### src/rtl/ddd_projector_hs_if.sv
// Triangle bus for the perspective projector: upstream triangle handshake,
// downstream screen-space triangle handshake, frame-done pulses and counters.
interface ddd_projector_hs_if #(
    parameter int unsigned COORD_W = 16
);
    logic                      in_valid;
    logic                      in_ready;
    logic [9*COORD_W-1:0]      in_vtx;
    logic [15:0]               in_color;
    logic                      done_in;
    logic                      out_valid;
    logic                      out_ready;
    logic [16+6*COORD_W-1:0]   out_tri;
    logic                      done_out;
    logic [15:0]               reject_count;
    logic [15:0]               cull_count;

    // Projector side
    modport slave (
        input  in_valid, in_vtx, in_color, done_in, out_ready,
        output in_ready, out_valid, out_tri, done_out, reject_count, cull_count
    );

    // Producer/consumer side
    modport master (
        output in_valid, in_vtx, in_color, done_in, out_ready,
        input  in_ready, out_valid, out_tri, done_out, reject_count, cull_count
    );
endinterface

### src/rtl/ddd_projector_hs.sv
// Handshaked perspective projector: one triangle per transaction, near-plane
// reject, x/y projected by (|c|<<LOG_D)/z with two serial restoring dividers.
// Optional back-face culling: define DDD_PROJECTOR_CULL_BACKFACE_EN.
module ddd_projector_hs #(
    parameter int unsigned COORD_W  = 16,
    parameter int unsigned LOG_D    = 8,
    parameter int unsigned SCREEN_W = 1280,
    parameter int unsigned SCREEN_H = 720,
    parameter int          NEAR_Z   = 1
) (
    input  logic                  clk,
    input  logic                  rst_n,
    ddd_projector_hs_if.slave     bus
);
    localparam int unsigned QW = COORD_W + LOG_D;
    localparam int unsigned CW = $clog2(QW + 1);
    localparam int unsigned TW = 16 + 6 * COORD_W;
    localparam logic [QW-1:0]             MAXQ   = QW'((64'd1 << (COORD_W - 1)) - 64'd1);
    localparam logic [COORD_W-1:0]        HALF_W = COORD_W'(SCREEN_W / 2);
    localparam logic [COORD_W-1:0]        HALF_H = COORD_W'(SCREEN_H / 2);
    localparam logic signed [COORD_W-1:0] NEAR_S = COORD_W'(NEAR_Z);

    typedef enum logic [2:0] {S_IDLE, S_CHECK, S_DIV, S_CULL, S_OUT} state_e;

    state_e               state_q, state_d;
    logic [9*COORD_W-1:0] vtx_q, vtx_d;
    logic [15:0]          color_q, color_d;
    logic [1:0]           vsel_q, vsel_d;
    logic [CW-1:0]        cnt_q, cnt_d;
    logic [COORD_W-1:0]   divisor_q, divisor_d;
    logic [QW-1:0]        dqx_q, dqx_d, dqy_q, dqy_d;
    logic [COORD_W-1:0]   remx_q, remx_d, remy_q, remy_d;
    logic                 negx_q, negx_d, negy_q, negy_d;
    logic [COORD_W-1:0]   scr_q [6];
    logic [COORD_W-1:0]   scr_d [6];
    logic                 in_ready_q, in_ready_d;
    logic                 out_valid_q, out_valid_d;
    logic [TW-1:0]        out_tri_q, out_tri_d;
    logic                 done_out_q, done_out_d;
    logic                 done_flag_q, done_flag_d;
    logic [15:0]          reject_q, reject_d;
    logic [15:0]          cull_q, cull_d;

    logic [COORD_W:0]     remx_sh, remy_sh;
    logic                 gex, gey;
    logic [COORD_W-1:0]   remx_nx, remy_nx;
    logic [QW-1:0]        dqx_nx, dqy_nx;

    // Vertex field k (0..8) of {x1,y1,z1,x2,y2,z2,x3,y3,z3}
    function automatic logic [COORD_W-1:0] coord(input logic [9*COORD_W-1:0] v,
                                                 input int unsigned k);
        return v[(8 - k) * COORD_W +: COORD_W];
    endfunction

    // Divider dividend: |c| << LOG_D in QW bits
    function automatic logic [QW-1:0] dividend(input logic [COORD_W-1:0] c);
        logic [COORD_W-1:0] m;
        m = c[COORD_W-1] ? COORD_W'(-c) : c;
        return QW'(m) << LOG_D;
    endfunction

    // Clamp quotient, restore sign, recentre on the screen
    function automatic logic [COORD_W-1:0] finish(input logic [QW-1:0] q, input logic neg,
                                                  input logic [COORD_W-1:0] half);
        logic [COORD_W-1:0] m;
        logic [COORD_W-1:0] s;
        m = (q > MAXQ) ? COORD_W'(MAXQ) : q[COORD_W-1:0];
        s = neg ? COORD_W'(-m) : m;
        return COORD_W'(s + half);
    endfunction

    // One restoring-divide step for x and y (shared divisor z)
    always_comb begin
        remx_sh = {remx_q, dqx_q[QW-1]};
        remy_sh = {remy_q, dqy_q[QW-1]};
        gex     = remx_sh >= {1'b0, divisor_q};
        gey     = remy_sh >= {1'b0, divisor_q};
        remx_nx = gex ? COORD_W'(remx_sh - {1'b0, divisor_q}) : remx_sh[COORD_W-1:0];
        remy_nx = gey ? COORD_W'(remy_sh - {1'b0, divisor_q}) : remy_sh[COORD_W-1:0];
        dqx_nx  = {dqx_q[QW-2:0], gex};
        dqy_nx  = {dqy_q[QW-2:0], gey};
    end

`ifdef DDD_PROJECTOR_CULL_BACKFACE_EN
    localparam int unsigned AW = 2 * COORD_W + 3;
    logic signed [AW-1:0] dx2, dy2, dx3, dy3, area;
    // Signed doubled area of the screen triangle; > 0 means front-facing
    always_comb begin
        dx2  = AW'($signed(scr_q[2])) - AW'($signed(scr_q[0]));
        dy2  = AW'($signed(scr_q[3])) - AW'($signed(scr_q[1]));
        dx3  = AW'($signed(scr_q[4])) - AW'($signed(scr_q[0]));
        dy3  = AW'($signed(scr_q[5])) - AW'($signed(scr_q[1]));
        area = dx2 * dy3 - dy2 * dx3;
    end
`endif

    // Next-state and output logic
    always_comb begin
        state_d     = state_q;
        vtx_d       = vtx_q;
        color_d     = color_q;
        vsel_d      = vsel_q;
        cnt_d       = cnt_q;
        divisor_d   = divisor_q;
        dqx_d       = dqx_q;
        dqy_d       = dqy_q;
        remx_d      = remx_q;
        remy_d      = remy_q;
        negx_d      = negx_q;
        negy_d      = negy_q;
        scr_d       = scr_q;
        out_valid_d = out_valid_q;
        out_tri_d   = out_tri_q;
        done_out_d  = 1'b0;
        done_flag_d = done_flag_q | bus.done_in;
        reject_d    = reject_q;
        cull_d      = cull_q;

        case (state_q)
            S_IDLE: begin
                if (done_flag_q) begin
                    done_out_d  = 1'b1;
                    done_flag_d = bus.done_in;
                end
                if (bus.in_valid && in_ready_q) begin
                    vtx_d   = bus.in_vtx;
                    color_d = bus.in_color;
                    state_d = S_CHECK;
                end
            end
            S_CHECK: begin
                if ($signed(coord(vtx_q, 2)) < NEAR_S || $signed(coord(vtx_q, 5)) < NEAR_S ||
                    $signed(coord(vtx_q, 8)) < NEAR_S) begin
                    reject_d = (reject_q == 16'hFFFF) ? reject_q : reject_q + 16'd1;
                    state_d  = S_IDLE;
                end else begin
                    dqx_d     = dividend(coord(vtx_q, 0));
                    dqy_d     = dividend(coord(vtx_q, 1));
                    negx_d    = coord(vtx_q, 0) >> (COORD_W - 1) != '0;
                    negy_d    = coord(vtx_q, 1) >> (COORD_W - 1) != '0;
                    divisor_d = coord(vtx_q, 2);
                    remx_d    = '0;
                    remy_d    = '0;
                    vsel_d    = 2'd0;
                    cnt_d     = '0;
                    state_d   = S_DIV;
                end
            end
            S_DIV: begin
                if (vsel_q == 2'd3) begin
`ifdef DDD_PROJECTOR_CULL_BACKFACE_EN
                    state_d = S_CULL;
`else
                    out_valid_d = 1'b1;
                    out_tri_d   = {color_q, scr_q[0], scr_q[1], scr_q[2],
                                   scr_q[3], scr_q[4], scr_q[5]};
                    state_d     = S_OUT;
`endif
                end else if (cnt_q == CW'(QW - 1)) begin
                    // Last step: store this vertex, then start the next one
                    scr_d[2 * vsel_q]     = finish(dqx_nx, negx_q, HALF_W);
                    scr_d[2 * vsel_q + 1] = finish(dqy_nx, negy_q, HALF_H);
                    vsel_d = 2'(vsel_q + 2'd1);
                    cnt_d  = '0;
                    if (vsel_q != 2'd2) begin
                        dqx_d     = dividend(coord(vtx_q, 3 * 32'(vsel_q) + 3));
                        dqy_d     = dividend(coord(vtx_q, 3 * 32'(vsel_q) + 4));
                        negx_d    = coord(vtx_q, 3 * 32'(vsel_q) + 3) >> (COORD_W - 1) != '0;
                        negy_d    = coord(vtx_q, 3 * 32'(vsel_q) + 4) >> (COORD_W - 1) != '0;
                        divisor_d = coord(vtx_q, 3 * 32'(vsel_q) + 5);
                        remx_d    = '0;
                        remy_d    = '0;
                    end
                end else begin
                    dqx_d  = dqx_nx;
                    dqy_d  = dqy_nx;
                    remx_d = remx_nx;
                    remy_d = remy_nx;
                    cnt_d  = CW'(cnt_q + 1'b1);
                end
            end
`ifdef DDD_PROJECTOR_CULL_BACKFACE_EN
            S_CULL: begin
                if (area <= 0) begin
                    cull_d  = (cull_q == 16'hFFFF) ? cull_q : cull_q + 16'd1;
                    state_d = S_IDLE;
                end else begin
                    out_valid_d = 1'b1;
                    out_tri_d   = {color_q, scr_q[0], scr_q[1], scr_q[2],
                                   scr_q[3], scr_q[4], scr_q[5]};
                    state_d     = S_OUT;
                end
            end
`endif
            S_OUT: begin
                if (bus.out_ready) begin
                    out_valid_d = 1'b0;
                    state_d     = S_IDLE;
                end
            end
            default: state_d = S_IDLE;
        endcase

        in_ready_d = (state_d == S_IDLE);
    end

    // State and output registers, cleared asynchronously
    always_ff @(posedge clk or negedge rst_n) begin
        if (!rst_n) begin
            state_q     <= S_IDLE;
            vtx_q       <= '0;
            color_q     <= '0;
            vsel_q      <= '0;
            cnt_q       <= '0;
            divisor_q   <= '0;
            dqx_q       <= '0;
            dqy_q       <= '0;
            remx_q      <= '0;
            remy_q      <= '0;
            negx_q      <= 1'b0;
            negy_q      <= 1'b0;
            for (int i = 0; i < 6; i++) scr_q[i] <= '0;
            in_ready_q  <= 1'b0;
            out_valid_q <= 1'b0;
            out_tri_q   <= '0;
            done_out_q  <= 1'b0;
            done_flag_q <= 1'b0;
            reject_q    <= '0;
            cull_q      <= '0;
        end else begin
            state_q     <= state_d;
            vtx_q       <= vtx_d;
            color_q     <= color_d;
            vsel_q      <= vsel_d;
            cnt_q       <= cnt_d;
            divisor_q   <= divisor_d;
            dqx_q       <= dqx_d;
            dqy_q       <= dqy_d;
            remx_q      <= remx_d;
            remy_q      <= remy_d;
            negx_q      <= negx_d;
            negy_q      <= negy_d;
            scr_q       <= scr_d;
            in_ready_q  <= in_ready_d;
            out_valid_q <= out_valid_d;
            out_tri_q   <= out_tri_d;
            done_out_q  <= done_out_d;
            done_flag_q <= done_flag_d;
            reject_q    <= reject_d;
            cull_q      <= cull_d;
        end
    end

    assign bus.in_ready     = in_ready_q;
    assign bus.out_valid    = out_valid_q;
    assign bus.out_tri      = out_tri_q;
    assign bus.done_out     = done_out_q;
    assign bus.reject_count = reject_q;
    assign bus.cull_count   = cull_q;
endmodule

### src/flat_wrapper.sv
// flat-port wrapper written by rule: the top's interface ports become plain ports
module ddd_projector_hs_flat 
#(
    parameter int unsigned COORD_W  = 16,
    parameter int unsigned LOG_D    = 8,
    parameter int unsigned SCREEN_W = 1280,
    parameter int unsigned SCREEN_H = 720,
    parameter int          NEAR_Z   = 1
)
  (clk, rst_n, bus_in_valid, bus_in_vtx, bus_in_color, bus_done_in, bus_out_ready, bus_in_ready, bus_out_valid, bus_out_tri, bus_done_out, bus_reject_count, bus_cull_count);
  ddd_projector_hs_if #(.COORD_W(COORD_W)) bus_i ();
  input  logic clk;
  input  logic rst_n;
  input wire logic [$bits(bus_i.in_valid)-1:0] bus_in_valid;
  input wire logic [$bits(bus_i.in_vtx)-1:0] bus_in_vtx;
  input wire logic [$bits(bus_i.in_color)-1:0] bus_in_color;
  input wire logic [$bits(bus_i.done_in)-1:0] bus_done_in;
  input wire logic [$bits(bus_i.out_ready)-1:0] bus_out_ready;
  output wire logic [$bits(bus_i.in_ready)-1:0] bus_in_ready;
  output wire logic [$bits(bus_i.out_valid)-1:0] bus_out_valid;
  output wire logic [$bits(bus_i.out_tri)-1:0] bus_out_tri;
  output wire logic [$bits(bus_i.done_out)-1:0] bus_done_out;
  output wire logic [$bits(bus_i.reject_count)-1:0] bus_reject_count;
  output wire logic [$bits(bus_i.cull_count)-1:0] bus_cull_count;
  assign bus_i.in_valid = bus_in_valid;
  assign bus_i.in_vtx = bus_in_vtx;
  assign bus_i.in_color = bus_in_color;
  assign bus_i.done_in = bus_done_in;
  assign bus_i.out_ready = bus_out_ready;
  assign bus_in_ready = bus_i.in_ready;
  assign bus_out_valid = bus_i.out_valid;
  assign bus_out_tri = bus_i.out_tri;
  assign bus_done_out = bus_i.done_out;
  assign bus_reject_count = bus_i.reject_count;
  assign bus_cull_count = bus_i.cull_count;
  ddd_projector_hs #(.COORD_W(COORD_W), .LOG_D(LOG_D), .SCREEN_W(SCREEN_W), .SCREEN_H(SCREEN_H), .NEAR_Z(NEAR_Z)) u_core (.clk(clk), .rst_n(rst_n), .bus(bus_i));
endmodule
### config.mk
export PLATFORM = sky130hd
export DESIGN_NAME = ddd_projector_hs_flat
export DESIGN_NICKNAME = d
export VERILOG_FILES = /design/src/rtl/ddd_projector_hs_if.sv /design/src/rtl/ddd_projector_hs.sv /design/src/flat_wrapper.sv
export SDC_FILE = /design/constraint.sdc
export NUM_CORES = 1
export LEC_CHECK = 0
export BUFFER_PORTS_ARGS = -buffer_cell sky130_fd_sc_hd__clkbuf_2
export CORE_MARGIN = 2
export CORE_UTILIZATION = 60
export CTS_CLUSTER_DIAMETER = 60
export CTS_CLUSTER_SIZE = 24
export DETAILED_ROUTE_END_ITERATION = 10
export PLACE_DENSITY = 0.85
export RECOVER_POWER = 25
export SLEW_MARGIN = 5
export SYNTH_ARGS = -nofsm -noshare
export SYNTH_HDL_FRONTEND = slang
export SYNTH_SLANG_ARGS = --single-unit
export TNS_END_PERCENT = 5
### constraint.sdc
create_clock -name clk -period 6.6 [get_ports clk]
set_input_delay 0.33 -clock clk [delete_from_list [all_inputs] [get_ports clk]]
set_output_delay 0.33 -clock clk [all_outputs]
set_load 0.02 [all_outputs]
# After elaboration in Yosys (flattened, before gate mapping)
# Cells that the tools add are included.
# W data, S select, Z words.
[classes]
n_addsub = 20
n_mul = 1
div_mod_pow = 0
order_cmp = 11
eq_ne = 14
shift = 3
n_mux = 69
bitwise = 5
n_reduce_logical = 18
[op_table]
columns = ["op", "n"]
rows = [
  ["$shiftx A144 B33 Y16", 3],
  ["$mux W16", 22],
  ["$bwmux W96", 2],
  ["$mux W24", 8],
  ["$demux W16 S3", 2],
  ["$neg A16 Y16", 6],
  ["$pmux W16 S2", 3],
  ["$pmux W24 S2", 2],
  ["$sub A4 B28 Y28 const A", 3],
  ["$ge A33 B4 Y1 const B", 2],
  ["$lt A33 B1 Y1 const B", 2],
  ["$gt A24 B15 Y1 const B", 2],
  ["$lt A16 B2 Y1 const B", 3],
  ["$ge A17 B16 Y1", 2],
  ["$not A3 Y33", 1],
  ["$not A32 Y33", 1],
  ["$sub A16 B16 Y16", 2],
  ["$add A16 B1 Y16 const B", 1],
  ["$add A16 B10 Y16 const B", 1],
  ["$add A16 B9 Y16 const B", 1],
  ["$eq A16 B16 Y1 const B", 1],
  ["$mux W5", 3],
  ["$mux W1", 14],
  ["$pmux W3 S4", 1],
  ["29 further kinds", 53],
]
[word_totals]
ff_bits = 496
latch_bits = 0
ramBits = 0
romBits = 0
input_bits = 165
out_inout_bits = 147
word_cells = 165
n_memories = 0

# Logic depth before layout (Yosys ltp)
[depth]
ltp_word = 10
depth_mapped = 20
ltp_nobuf = 18

# Worst setup path before layout
# No wires, ideal clock.
[synth_path]
path_kind = "register -> register"
startpoint = "register u_core.vsel_q[0]"
endpoint = "register u_core.dqy_q[20]"
setup_time_ns = 0.126
arrival_time_ns = 4.889
path_slack_ns = 1.585
stages_incl_launch_ff = 20
n_path_buf = 7
period_less_slack_ns = 5.015
cell_sequence = "dfrtp_1 -> buf_2 -> buf_2 -> inv_2 -> buf_1 -> clkbuf_1 -> ha_1 -> ha_1 -> clkbuf_1 -> clkbuf_1 -> clkbuf_1 -> o211ai_1 -> a21oi_1 -> or3_1 -> ha_1 -> or4b_1 -> nor2_1 -> a211o_1 -> a21oi_1 -> o32a_1"
[synth_between]
elab_chain_len = 10
word_cells_on_any_way = 15
classes_between = "add/sub (3); mul (1); eq/ne (4); shift (1); mux (5); reduce/logical (1)"
[synth_rtl]
columns = ["element", "line_no", "rtl"]
rows = [
  ["start: declaration", "ddd_projector_hs.sv:28", "logic [1:0] vsel_q, vsel_d;"],
  ["start signal: assignment", "ddd_projector_hs.sv:234", "vsel_q <= vsel_d;"],
  ["$mul A2 B2 Y4", "ddd_projector_hs.sv:167", "dqy_d = dividend(coord(vtx_q, 3 * 32'(vsel_q) + 4));"],
  ["$add A4 B3 Y5", "ddd_projector_hs.sv:167", ""],
  ["$sub A4 B28 Y28", "ddd_projector_hs.sv:52", "return v[(8 - k) * COORD_W +: COORD_W];"],
  ["$shiftx A144 B33 Y16", "ddd_projector_hs.sv:52", ""],
  ["$neg A16 Y16", "ddd_projector_hs.sv:58", "m = c[COORD_W-1] ? COORD_W'(-c) : c;"],
  ["$mux W16", "ddd_projector_hs.sv:58", ""],
  ["$mux W24", "ddd_projector_hs.sv:165", "if (vsel_q != 2'd2) begin"],
  ["$mux W24", "ddd_projector_hs.sv:159", "end else if (cnt_q == CW'(QW - 1)) begin"],
  ["$mux W24", "ddd_projector_hs.sv:150", "if (vsel_q == 2'd3) begin"],
  ["$pmux W24 S2", "ddd_projector_hs.sv:119", "case (state_q)"],
  ["end signal: assignment", "ddd_projector_hs.sv:238", "dqy_q <= dqy_d;"],
  ["end: declaration", "ddd_projector_hs.sv:31", "logic [QW-1:0] dqx_q, dqx_d, dqy_q, dqy_d;"],
]
# Several ways; a longest one is shown, not always the timed one. The select of a mux whose other input is x is not followed.
# A chain may end at the register's enable or synchronous reset.

# Worst setup path after layout
[layout_path]
startpoint = "register u_core.divisor_q[1]"
endpoint = "register u_core.scr_q[31] in the netlist's numbering"
[layout_between]
elab_chain_len = 8
word_cells_on_any_way = 14
classes_between = "add/sub (4); order compare (4); mux (6)"
[layout_rtl]
columns = ["element", "line_no", "rtl"]
rows = [
  ["start: declaration", "ddd_projector_hs.sv:30", "logic [COORD_W-1:0] divisor_q, divisor_d;"],
  ["start signal: assignment", "ddd_projector_hs.sv:236", "divisor_q <= divisor_d;"],
  ["$ge A17 B16 Y1", "ddd_projector_hs.sv:76", "gex = remx_sh >= {1'b0, divisor_q};"],
  ["$gt A24 B15 Y1", "ddd_projector_hs.sv:67", "m = (q > MAXQ) ? COORD_W'(MAXQ) : q[COORD_W-1:0];"],
  ["$mux W16", "ddd_projector_hs.sv:67", ""],
  ["$neg A16 Y16", "ddd_projector_hs.sv:68", "s = neg ? COORD_W'(-m) : m;"],
  ["$mux W16", "ddd_projector_hs.sv:68", ""],
  ["$add A16 B10 Y16", "ddd_projector_hs.sv:69", "return COORD_W'(s + half);"],
  ["$bwmux W96", "ddd_projector_hs.sv:161", "scr_d[2 * vsel_q] = finish(dqx_nx, negx_q, HALF_W);"],
  ["$bwmux W96 (*)", "ddd_projector_hs.sv:162", "scr_d[2 * vsel_q + 1] = finish(dqy_nx, negy_q, HALF_H);"],
  ["end signal: assignment", "ddd_projector_hs.sv:243", "scr_q <= scr_d;"],
  ["end: declaration", "ddd_projector_hs.sv:34", "logic [COORD_W-1:0] scr_q [6];"],
]
# Mark *: on every way between the ends. The rest lies on a longest branch, timed or not.

==> flow_summary.toml <==
[outcome]
status = "finished, violations left"
violations = "negative hold slack, max-capacitance violations, max-slew violations"

[layout]
drive_above_1_share_pct = 22.7
diodes = 0
fin_nets = 3153
postLayoutCellArea_um2 = 32200
stdcell_count = 3558
layout-area-overhead-vs-synth_pct = 15.7

[clock_network]
clockBufferDepth = 3
clk_latency_ns = 0.61
cts_tree = "yes"
cts_resized = 0
path_clk_slew_ns = 0.09
htreeDepth = 2
clkSinkCount = 496
cts_setup_buffers = 0
ctsRootBufferMaster = "clkbuf_16"
ctsHoldBuffers = 152
cts_buffers = 36

[timing]
period_share_pct = 85.8
hold_viol = 2
timing.final.crit_period_ns = 5.66
hold_ws_ns = -0.00673
rsz0062_at_grt = "no"
setup_slack_ns = 0.939
final_max_slew_viol_count = 39
fin_skew_ns = 0.0441
max-slew-margin-rel_pct = -44.3
max_clock_freq_ghz = 0.177
setup-tns-final_ns = 0
worst_slew_pin_slew_ns = 2.17
setup_viol = 0

[logic_synthesis]
synth.largest_area_cell = "dfrtp_1"
yosysMostFrequentCell = "dfrtp_1"
synth_seq_cells = 496
synth-edff-count = 0
synthTopCellsByArea = "dfrtp_1 45%, mux2_2 12%, mux4_2 6.1%, nand2_1 4.1%, o21ai_0 2.4%"
synth_fa_ha_area_share_pct = 2.48
synth_cell_types = 95
async_reset_ff_share_pct = 100
ys_seq_area_share_pct = 44.6
synthDominantCellAreaShare_pct = 44.6
synth_top_family_by_area = "multiplexers"
synth_compound_area_share_pct = 13.7
synth-xor-area-share_pct = 3.21
synthMuxAreaShare_pct = 20.1
syn_area_per_cell_um2 = 10.7
yosysWarnings = 0
syn_area_um2 = 27900
synth_common_cells = "496 x dfrtp_1, 302 x nand2_1, 297 x mux2_2, 141 x clkbuf_1, 136 x o21ai_0"
netlist_instances = 2598
synthSimpleGateAreaFrac_pct = 12.1
ys.flop_type = "dfrtp_1"

[floorplanning]
fp.dieH_um = 219
io_pins = 312
die-area_um2 = 48200
num_rows = 78
die_w_um = 219
start_util_pct = 61.1
core-area_um2 = 45600

[place]
portBuffers = 295
place_ws_ns = 1.13
place.gp.congestion = 0.980
dpl.cell_count = 3343
hpwl_mm = 57.2
dpl_cell_area_um2 = 29600

[routing]
wl_per_cell_um = 24.4
viasPerCell = 6.62
vias = 23600
wl_mm = 87.0
drtAntennaViolNets = 0
drc = 0
dr.pass1.iters = 8
dr.first_iter.drc_count = 2649

[worst_setup_path]
critPathTopFamily = "simple AND/OR/NAND/NOR gates"
path_cells = "inv_1 -> ha_1 -> nor2b_1 -> o31ai_1 -> a211oi_2 -> or3_1 -> nor2_1 -> ha_1 -> nor3b_1 -> nand3_1 -> o41ai_1 -> nand2_1 -> o311ai_1 -> nand4_1 -> nor3b_1 -> xor2_1 -> o21ai_1"
arrival_ns = 6.13
path_max_fanout = 12
path_buf_inv = 1
path_class = "reg2reg"
slowest_stage = "or3_1"
cp-end-kind = "flop"
cp-start-kind = "flop"
max_stage_delay_ns = 0.66
cp.required_ns = 7.07

[pwr]
power_density_nw_per_um2 = 371
ir_drop_v = 0.000315
p_leak_nw = 14.1

[grt]
track_usage_pct = 36.4
grt_overflow = 0
grt_max_degree = 201
grt_antenna_before_repair = 1
grt_pass1_wl_mm = 135
grt_pass1_vias = 23800

[flow_run]
max_cap_violations = 1

[min_path]
hold_class = "in2reg"
placed cells by master (no fill, tap or decap), types with 28 or more instances in the layout:
| master | count |
|---|---|
| a21oi_1 | 81 |
| nand2_1 | 301 |
| inv_1 | 47 |
| a221oi_1 | 34 |
| mux4_2 | 75 |
| xnor2_1 | 62 |
| nand3_1 | 45 |
| mux2i_1 | 55 |
| o21ai_1 | 44 |
| clkbuf_1 | 133 |
| nor2_1 | 111 |
| clkbuf_16 | 36 |
| dlygate4sd3_1 | 153 |
| clkbuf_2 | 163 |
| dfrtp_1 | 495 |
| xor2_1 | 40 |
| a22o_1 | 28 |
| buf_4 | 33 |
| nor3_1 | 43 |
| mux2_2 | 297 |
| ha_1 | 51 |
| o21ai_0 | 136 |
| nor4_1 | 34 |
worst paths after layout:
| check | start | slack, ns | depth (start not counted) | to |
|---|---|---|---|---|
| worst max-delay path | u_core.divisor_q[1] | 0.94 | 17 | u_core.scr_q[31] |
| worst min-delay path | bus_in_vtx[95] | -0.007 | 2 | u_core.vtx_q[95] |
| worst max register to register | u_core.divisor_q[1] | 0.94 | 17 | u_core.scr_q[31] |
| worst min register to register | u_core.scr_q[49] | 0.48 | 2 | u_core.scr_q[49] |
| max in group asynchronous | rst_n | 3.59 | 3 | u_core.vtx_q[24] |
| min in group asynchronous | rst_n | 0.44 | 2 | u_core.bus.reject_count[14] |
per-stage QoR:
stage                     util [%]  power [mW]
after CTS                     71.1        11.6
after global placement        65.0        8.97
after detailed placement      65.0        9.19
final                         70.7        12.0
after global routing          70.7        12.4
after floorplan                  -        7.66
worst reg2reg max path, stage by stage, from the launching register on:
cell,delay [ns]
dfrtp_1,0.42
inv_1,0.11
ha_1,0.29
nor2b_1,0.15
o31ai_1,0.47
a211oi_2,0.29
or3_1,0.66
nor2_1,0.38
ha_1,0.24
nor3b_1,0.45
nand3_1,0.34
o41ai_1,0.40
nand2_1,0.10
o311ai_1,0.18
nand4_1,0.25
nor3b_1,0.36
xor2_1,0.36
o21ai_1,0.09
metal layers:
layer	global-route usage, %	wire length, µm	up-vias
met4	22.4	6400	2
met3	7.33	8010	399
met1	43.8	31000	11500
met2	60.4	41600	1434
li1	-	-	10200
met5	0	13	-
power by group:
group	internal, mW	switching (mW)
Clock	1.12	1.26
Combinational	2.08	2.57
Sequential	3.72	1.22
cell type report:
type / instances / area (µm²)
Clock buffer: 37 / 905
Clock inverter: 25 / 335
Fill cell: 3145 / 13300
Inverter: 49 / 184
Multi-Input combinational cell: 1867 / 14500
Sequential cell: 496 / 12400
Tap cell: 600 / 751
Timing Repair Buffer: 484 / 3150
state kept, by name, summed over array words and instances (netlist names):
| name | cells |
|---|---|
| u_core.bus.out_tri | 112 |
| u_core.bus.done_out | 1 |
| u_core.vsel_q | 2 |
| u_core.color_q | 16 |
| u_core.dqx_q | 24 |
| u_core.state_q | 3 |
| u_core.remy_q | 16 |
| u_core.bus.in_ready | 1 |
| u_core.divisor_q | 16 |
| u_core.negx_q | 1 |
| u_core.dqy_q | 24 |
| u_core.cnt_q | 5 |
| u_core.bus.out_valid | 1 |
| u_core.vtx_q | 144 |
| u_core.bus.reject_count | 16 |
| u_core.negy_q | 1 |
| u_core.remx_q | 16 |
| u_core.done_flag_q | 1 |
| u_core.scr_q | 96 |
logic make-up after synthesis:
group | count (synthesis)
and+or+nand+nor | 702
AOI/OAI and AO/OA | 565
DFF | 496
muxes | 428
buffers and inverters | 250
xor gates and xnor gates | 102
adders and majority gates | 54
other | 1
Note: power is estimated with default switching activity, not from simulation.
